File: src/rtl/fifo_1r1w_small.sv
// rtl/fifo_1r1w_small.sv - small single-clock 1-read/1-write FIFO with valid/ready enqueue and valid/yumi dequeue
//
// Parameters:
//   width_p  payload width in bits (>= 1)
//   els_p    storage depth in entries (>= 2, any integer)
//
// Ports:
//   clk_i    clock, all state updates on the rising edge
//   reset_i  synchronous active-high reset
//   data_i   enqueue payload
//   v_i      enqueue request, accepted when ready_o is high
//   ready_o  at least one free entry exists (registered)
//   data_o   head-of-queue payload, valid only while v_o is high
//   v_o      at least one entry is stored (registered)
//   yumi_i   dequeue acknowledge for the current head, honoured when v_o is high

module fifo_1r1w_small #(
  parameter int width_p = 8,
  parameter int els_p   = 4
) (
  input  logic               clk_i,
  input  logic               reset_i,
  input  logic [width_p-1:0] data_i,
  input  logic               v_i,
  output logic               ready_o,
  output logic [width_p-1:0] data_o,
  output logic               v_o,
  input  logic               yumi_i
);

  localparam int ptr_w = (els_p > 1) ? $clog2(els_p) : 1;
  localparam int cnt_w = $clog2(els_p + 1);

  localparam logic [ptr_w-1:0] last_ptr = ptr_w'(els_p - 1);
  localparam logic [cnt_w-1:0] full_cnt = cnt_w'(els_p);

  logic [width_p-1:0] mem_r [els_p];

  logic [ptr_w-1:0] wptr_r;
  logic [ptr_w-1:0] rptr_r;
  logic [cnt_w-1:0] cnt_r;
  logic [cnt_w-1:0] cnt_n;
  logic             full_r;
  logic             empty_r;

  logic enq;
  logic deq;

  // Handshakes are qualified by registered flags only, so a full FIFO
  // refuses an enqueue even when the head is being dequeued that cycle.
  assign enq = v_i & ~full_r;
  assign deq = yumi_i & ~empty_r;

  assign ready_o = ~full_r;
  assign v_o     = ~empty_r;
  assign data_o  = mem_r[rptr_r];

  // Pointers wrap explicitly so depths that are not powers of two work.
  function automatic logic [ptr_w-1:0] ptr_inc(input logic [ptr_w-1:0] p);
    return (p == last_ptr) ? '0 : p + ptr_w'(1);
  endfunction

  always_comb begin
    cnt_n = cnt_r;
    if (enq && !deq) begin
      cnt_n = cnt_r + cnt_w'(1);
    end else if (deq && !enq) begin
      cnt_n = cnt_r - cnt_w'(1);
    end
  end

  // Full/empty are registered from the next occupancy so the outputs
  // carry no combinational path from v_i or yumi_i.
  always_ff @(posedge clk_i) begin
    if (reset_i) begin
      wptr_r  <= '0;
      rptr_r  <= '0;
      cnt_r   <= '0;
      full_r  <= 1'b0;
      empty_r <= 1'b1;
    end else begin
      if (enq) begin
        wptr_r <= ptr_inc(wptr_r);
      end
      if (deq) begin
        rptr_r <= ptr_inc(rptr_r);
      end
      cnt_r   <= cnt_n;
      full_r  <= (cnt_n == full_cnt);
      empty_r <= (cnt_n == '0);
    end
  end

  // Storage is not reset; only written entries are ever presented as valid.
  always_ff @(posedge clk_i) begin
    if (!reset_i && enq) begin
      mem_r[wptr_r] <= data_i;
    end
  end

`ifndef SYNTHESIS
  always @(posedge clk_i) begin
    if (!reset_i) begin
      if (v_i && full_r) begin
        $display("ERROR: fifo overflow");
      end
      if (yumi_i && empty_r) begin
        $display("ERROR: fifo underflow");
      end
    end
  end
`endif

endmodule

File: config.mk
export PLATFORM = sky130hd
export DESIGN_NAME = fifo_1r1w_small
export DESIGN_NICKNAME = d
export VERILOG_FILES = /design/src/rtl/fifo_1r1w_small.sv
export SDC_FILE = /design/constraint.sdc
export NUM_CORES = 1
export LEC_CHECK = 0
export ABC_AREA = 1
export CAP_MARGIN = 0
export CORE_UTILIZATION = 54
export DETAILED_ROUTE_END_ITERATION = 12
export PLACE_DENSITY = 0.76
export SLEW_MARGIN = 20
export SYNTH_ARGS = -nofsm -noshare
export SYNTH_HDL_FRONTEND = slang
export SYNTH_SLANG_ARGS = --single-unit
File: constraint.sdc
create_clock -name clk_i -period 1.5 [get_ports clk_i]
set_input_delay 0.3 -clock clk_i [delete_from_list [all_inputs] [get_ports clk_i]]
set_output_delay 0.3 -clock clk_i [all_outputs]
set_load 0.02 [all_outputs]
# Word-level counts from Yosys, hierarchy flattened

Memory sizes are Yosys's and may differ from the RTL's. A register that Yosys moved wholly into a read port is not among the register bits.
Cells that the tools add are included.

Bits in registers: 9
RAM bits: 32
Output and inout bits: 10
Logic and storage cells: 32
Memories: 1

Add/subtract/negate cells: 4
Equality and inequality tests: 3
Mux-type cells: 8
Bitwise operators: 4
Reduce and logical (&&, ||, !) cells: 7

Memory list:

| name  | depth | width | rd ports | clocked after memory_dff | wr ports | RTL line | text |
|---|---|---|---|---|---|---|---|
| mem_r | 4     | 8     | 1        | 1                        | 1        | 37       | `logic [width_p-1:0] mem_r [els_p];` |

Operators by type and width:

| kind                                             | count |
|---|---|
| two-way mux 2 bit                                | 4 |
| two-way mux 3 bit                                | 2 |
| adder 2 x 1 -> 2 bit, second input constant      | 2 |
| equality test 2 bit, second input constant       | 2 |
| adder 3 x 1 -> 3 bit, second input constant      | 1 |
| equality test 3 bit, second input constant       | 1 |
| logical AND 1 bit                                | 3 |
| zero test 1 bit                                  | 3 |
| zero test 3 bit                                  | 1 |
| subtractor 3 x 1 -> 3 bit, second input constant | 1 |
| bitwise AND 1 bit                                | 2 |
| two-way mux 1 bit                                | 2 |
| NOT 1 bit                                        | 2 |

# Longest topological paths before layout

Word-level depth: 7
Gate-level depth with buffers: 9

# Worst setup path after synthesis

Ideal clock, no wire load.

Kind: register to output
Start: register with a tool-made name
End: output data_o[5]
Arrival: 1063 ps
Data required time: 1200 ps
Path slack: 137 ps
Cell stages (with the launch flop): 5
Buffers on the path: 1
Cell sequence: dfxtp_1 inv_1 buf_2 o21ai_0 o22ai_1

RTL lines:

| item      | RTL line | text |
|---|---|---|
| to (decl) | 26       | `output logic [width_p-1:0] data_o,` |

==> impl_results.md <==
* Crit-path slowest cell: dfxtp_4
* Number of H-tree levels at 2
* Total length of routed wires at between 3000 and 4000 um
* Sort of element at the end of the critical path: output pin
* Chip Width at ~60 um
* Clock insertion delay at the later pin of the skew report at roughly 0.35 ns
* Aggregate global routing overflow at 0
* Comb pwr share at 0.321
* Number of CTS-inserted buffers at 5
* Die ar. at roughly 3500 um^2
* Final Hold Viols at 0
* Class of the tightest hold or removal check: flop to flop
* CTS max path bufs at 2
* Power per Cell Area at 1266 nW/um^2
* Initial Utilization at 0.5736
* Number of global-route vias before repair at between 1000 and 1500
* Setup slack of the critical path after layout at -0.1016 ns
* Portion of total power attributed to the clock network at 0.193
* Critical path destination: data_o[7]
* Outcome: finished, violations left
* WHS at 0.5450 ns
* CP required at approximately 1.2 ns
* Highest clock frequency the design can meet at 624.4 MHz
* Root buffer cell: clkbuf_4
* Clock transition time at the flip-flop clock pins of the worst setup and hold paths at between 0.1 and 0.15 ns
* Number of distinct standard cells referenced by the synthesized netlist at 18
* Pin slew with the least headroom to its limit at about 0.23 ns
* First-pass detailed-route iteration total at 4
* Worst path top cell family by delay: flip-flops
* Filler cells at approximately 190
* Number of nets in the layout at 220
* Per-cell routed wire length at roughly 14 um
* Part of the power in registers at 0.486
* Cell Area, Placed at about 2200 um^2
* Vias per cell at between 5 and 6
* Num ports at 22
* Switching pwr at 0.9505 mW
* Cells along the critical path: inv_4, buf_12, o21ai_4, o22ai_2, buf_6
* Mean cell area of the mapped netlist at approximately 11 um^2
* Buffering stage count on the worst path with inverters included at 3
* YS warnings at 0
* Non-filler cells in the finished layout at 246
* Antenna violations before repair at 0
* Violation count after the first detailed-route iteration at 88
* Y dimension of the die at around 59 um
* Arr. time, crit path at approximately 1.3 ns
* Unrepaired setup endpoints after global routing: true
* Kind of launch point of the worst setup path: flop
* Largest driver fanout on the critical path at 8
* Shortest period the worst path allows at about 1.6 ns
* Cell count after synthesis at approximately 160
* Count of inserted antenna diode cells at 0
* Total number of vias at 1240
* Depth of the worst register-to-register path at 9
* Sequential element share of the synthesized area at 0.6690
* Cell count after placement at 237
* Standard-cell row count at 20
* Final worst clock skew at around 0.011 ns
* ANT nets after route at 0
* Final count of negative-setup-slack endpoints at 8
* Crit Path Category: flop to output pin
* Utilization after layout at 0.7671
* Area of all sequential standard cells at 1186 um^2
* Crit share post-route at 1.068
* Multi-input logic area at ~600 um^2
* Clock Sinks at 43
* Worst IR Drop VDD at 0.0008586 V
* Hpwl dp at 2379 um
* Final Instance Area at roughly 2400 um^2
* Start of the worst register-to-register path: cnt_r[0]
* Wire length of the first global-routing pass at approximately 5500 um
* Post-synthesis net count at approximately 180
* #FFs+latches synth at between 40 and 50
* Routability cong. at around 0.8
* CTS tree: done
* Maximum cell stage delay along the critical path at between 0.4 and 0.5 ns
* Violations in the final reports: negative setup slack
* Pin count of the biggest net entering global routing at 14
* All-Layer GR Usage at 0.2172
* Capturing point of the worst reg2reg path: full_r
* Register-to-Register Setup Slack at approximately 0.19 ns
* Number of pins exceeding their max-slew limit in the final report at 0
* Aggregate negative setup slack at -0.7033 ns
* Input/output buffers at 21
* Max-cap check violation count at 0
* Core area at 3078 um^2
* Cell-internal power at between 2 and 2.5 mW
* Mapped cell area at roughly 1800 um^2
* Drc violations at 0
* Fraction of layout instances using a drive strength above 1 at 0.3564
* Worst slew margin relative to its limit at 0.8470
* Standby leakage power at a little over 0.9 nW
* Post-synthesis to final-layout area growth at 33.73%
* Depth of the critical timing path with buffers and inverters included at 5
* Net switching fraction of the power at 0.3181
* Post-cts hold buffer count at 0
-- tightest hold or removal path, stage by stage, from the launching register on --
cell and delay [ns]:
dfxtp_1 0.34, nor2_1 0.12, nor2_1 0.07
-- flip-flops by register name, summed over array words and instances (netlist names), named ones only --
name	flops
rptr_r	2
wptr_r	2
cnt_r	3
full_r	1
empty_r	1
mem_r	32
-- timing repair --
item / 4_1_cts / 5_1_grt
pin swaps: 5 / 4
endpoints found under the setup margin: 10 / 8
resized for setup: 77 / 25
buffers inserted: 1 / 0
-- worst min-delay path by stage --
stage                    from           to  depth (start not counted)
global route        data_i[6]  mem_r[0][6]                          1
global placement    rptr_r[1]    rptr_r[1]                          2
detailed placement  wptr_r[1]    wptr_r[1]                          2
floorplan             reset_i     cnt_r[0]                          1
CTS                 wptr_r[1]    wptr_r[1]                          2
finish              rptr_r[1]         flop                          2
-- per-stage QoR --
stage / setup WS (ns) / power [mW]
final: -0.1016 / 2.988
after global routing: -0.1459 / 3.125
after floorplan: 0.1372 / 1.914
after detailed placement: -0.2611 / 2.291
after global placement: -0.2149 / 2.258
after CTS: -0.1468 / 2.892
-- per-layer routing --
layer | GRT usage | vias to the layer above | wire [um]
met3 | 0.04367 | 9 | 116
met4 | 0.1020 | 0 | 76
met1 | 0.2627 | 575 | 1533
li1 | - | 626 | -
met5 | 0 | - | 0
met2 | 0.3708 | 30 | 1751
-- placed cells by master (no fill, tap or decap), types with 5 or more instances in the layout --
cell type	count
nor2_2	9
edfxtp_1	32
buf_6	7
nand3_1	5
ha_1	7
clkbuf_4	5
nor2_1	14
nand2_1	15
buf_4	18
o22ai_1	5
o21ai_1	6
inv_1	14
dfxtp_1	9
o21ai_2	8
clkdlybuf4s50_1	11
-- area by class of cell --
class / instances / area share
Clock inverter: 2 / 0.004769
Clock buffer: 6 / 0.02173
Timing Repair Buffer: 40 / 0.1595
Multi-Input combinational cell: 91 / 0.2544
Inverter: 20 / 0.03392
Tap cell: 44 / 0.02332
Sequential cell: 43 / 0.5024
-- power groups by stage --
stage | registers [mW] | logic, mW | clock network, mW
2_1_floorplan | 1.44 | 0.470 | 0
3_3_place_gp | 1.45 | 0.806 | 0
3_5_place_dp | 1.46 | 0.832 | 0
4_1_cts | 1.44 | 0.863 | 0.584
5_1_grt | 1.46 | 1.04 | 0.622
6_report | 1.45 | 0.959 | 0.578
-- synthesized netlist by cell type --
cell type	n	share of area
buf_2	2	0.0057
ha_1	7	0.050
edfxtp_1	32	0.54
a21oi_1	4	0.011
o211a_1	1	0.0057
dfxtp_1	11	0.12
nor2_4	1	0.0064
nand2_2	4	0.014
o22ai_1	8	0.028
inv_2	4	0.0085
nor2_1	22	0.047
nor2_2	3	0.011
nand3_2	1	0.0057
nand2_1	15	0.032
o21ai_0	19	0.054
inv_1	16	0.034
a211oi_1	1	0.0043
nand3_1	5	0.014
-- cell families (layout without fill, tap and decap cells) --
logic type,Yosys count,in the layout,share of synthesized area
AND/OR/NAND/NOR,51,51,0.1297
flip-flops,43,43,0.6690
adder cells (fa/ha/maj),7,7,0.04961
AO/OA/AOI/OAI,33,33,0.1035
buffers and inverters,22,68,0.04819
No activity file was read; power rests on OpenSTA's default activity.
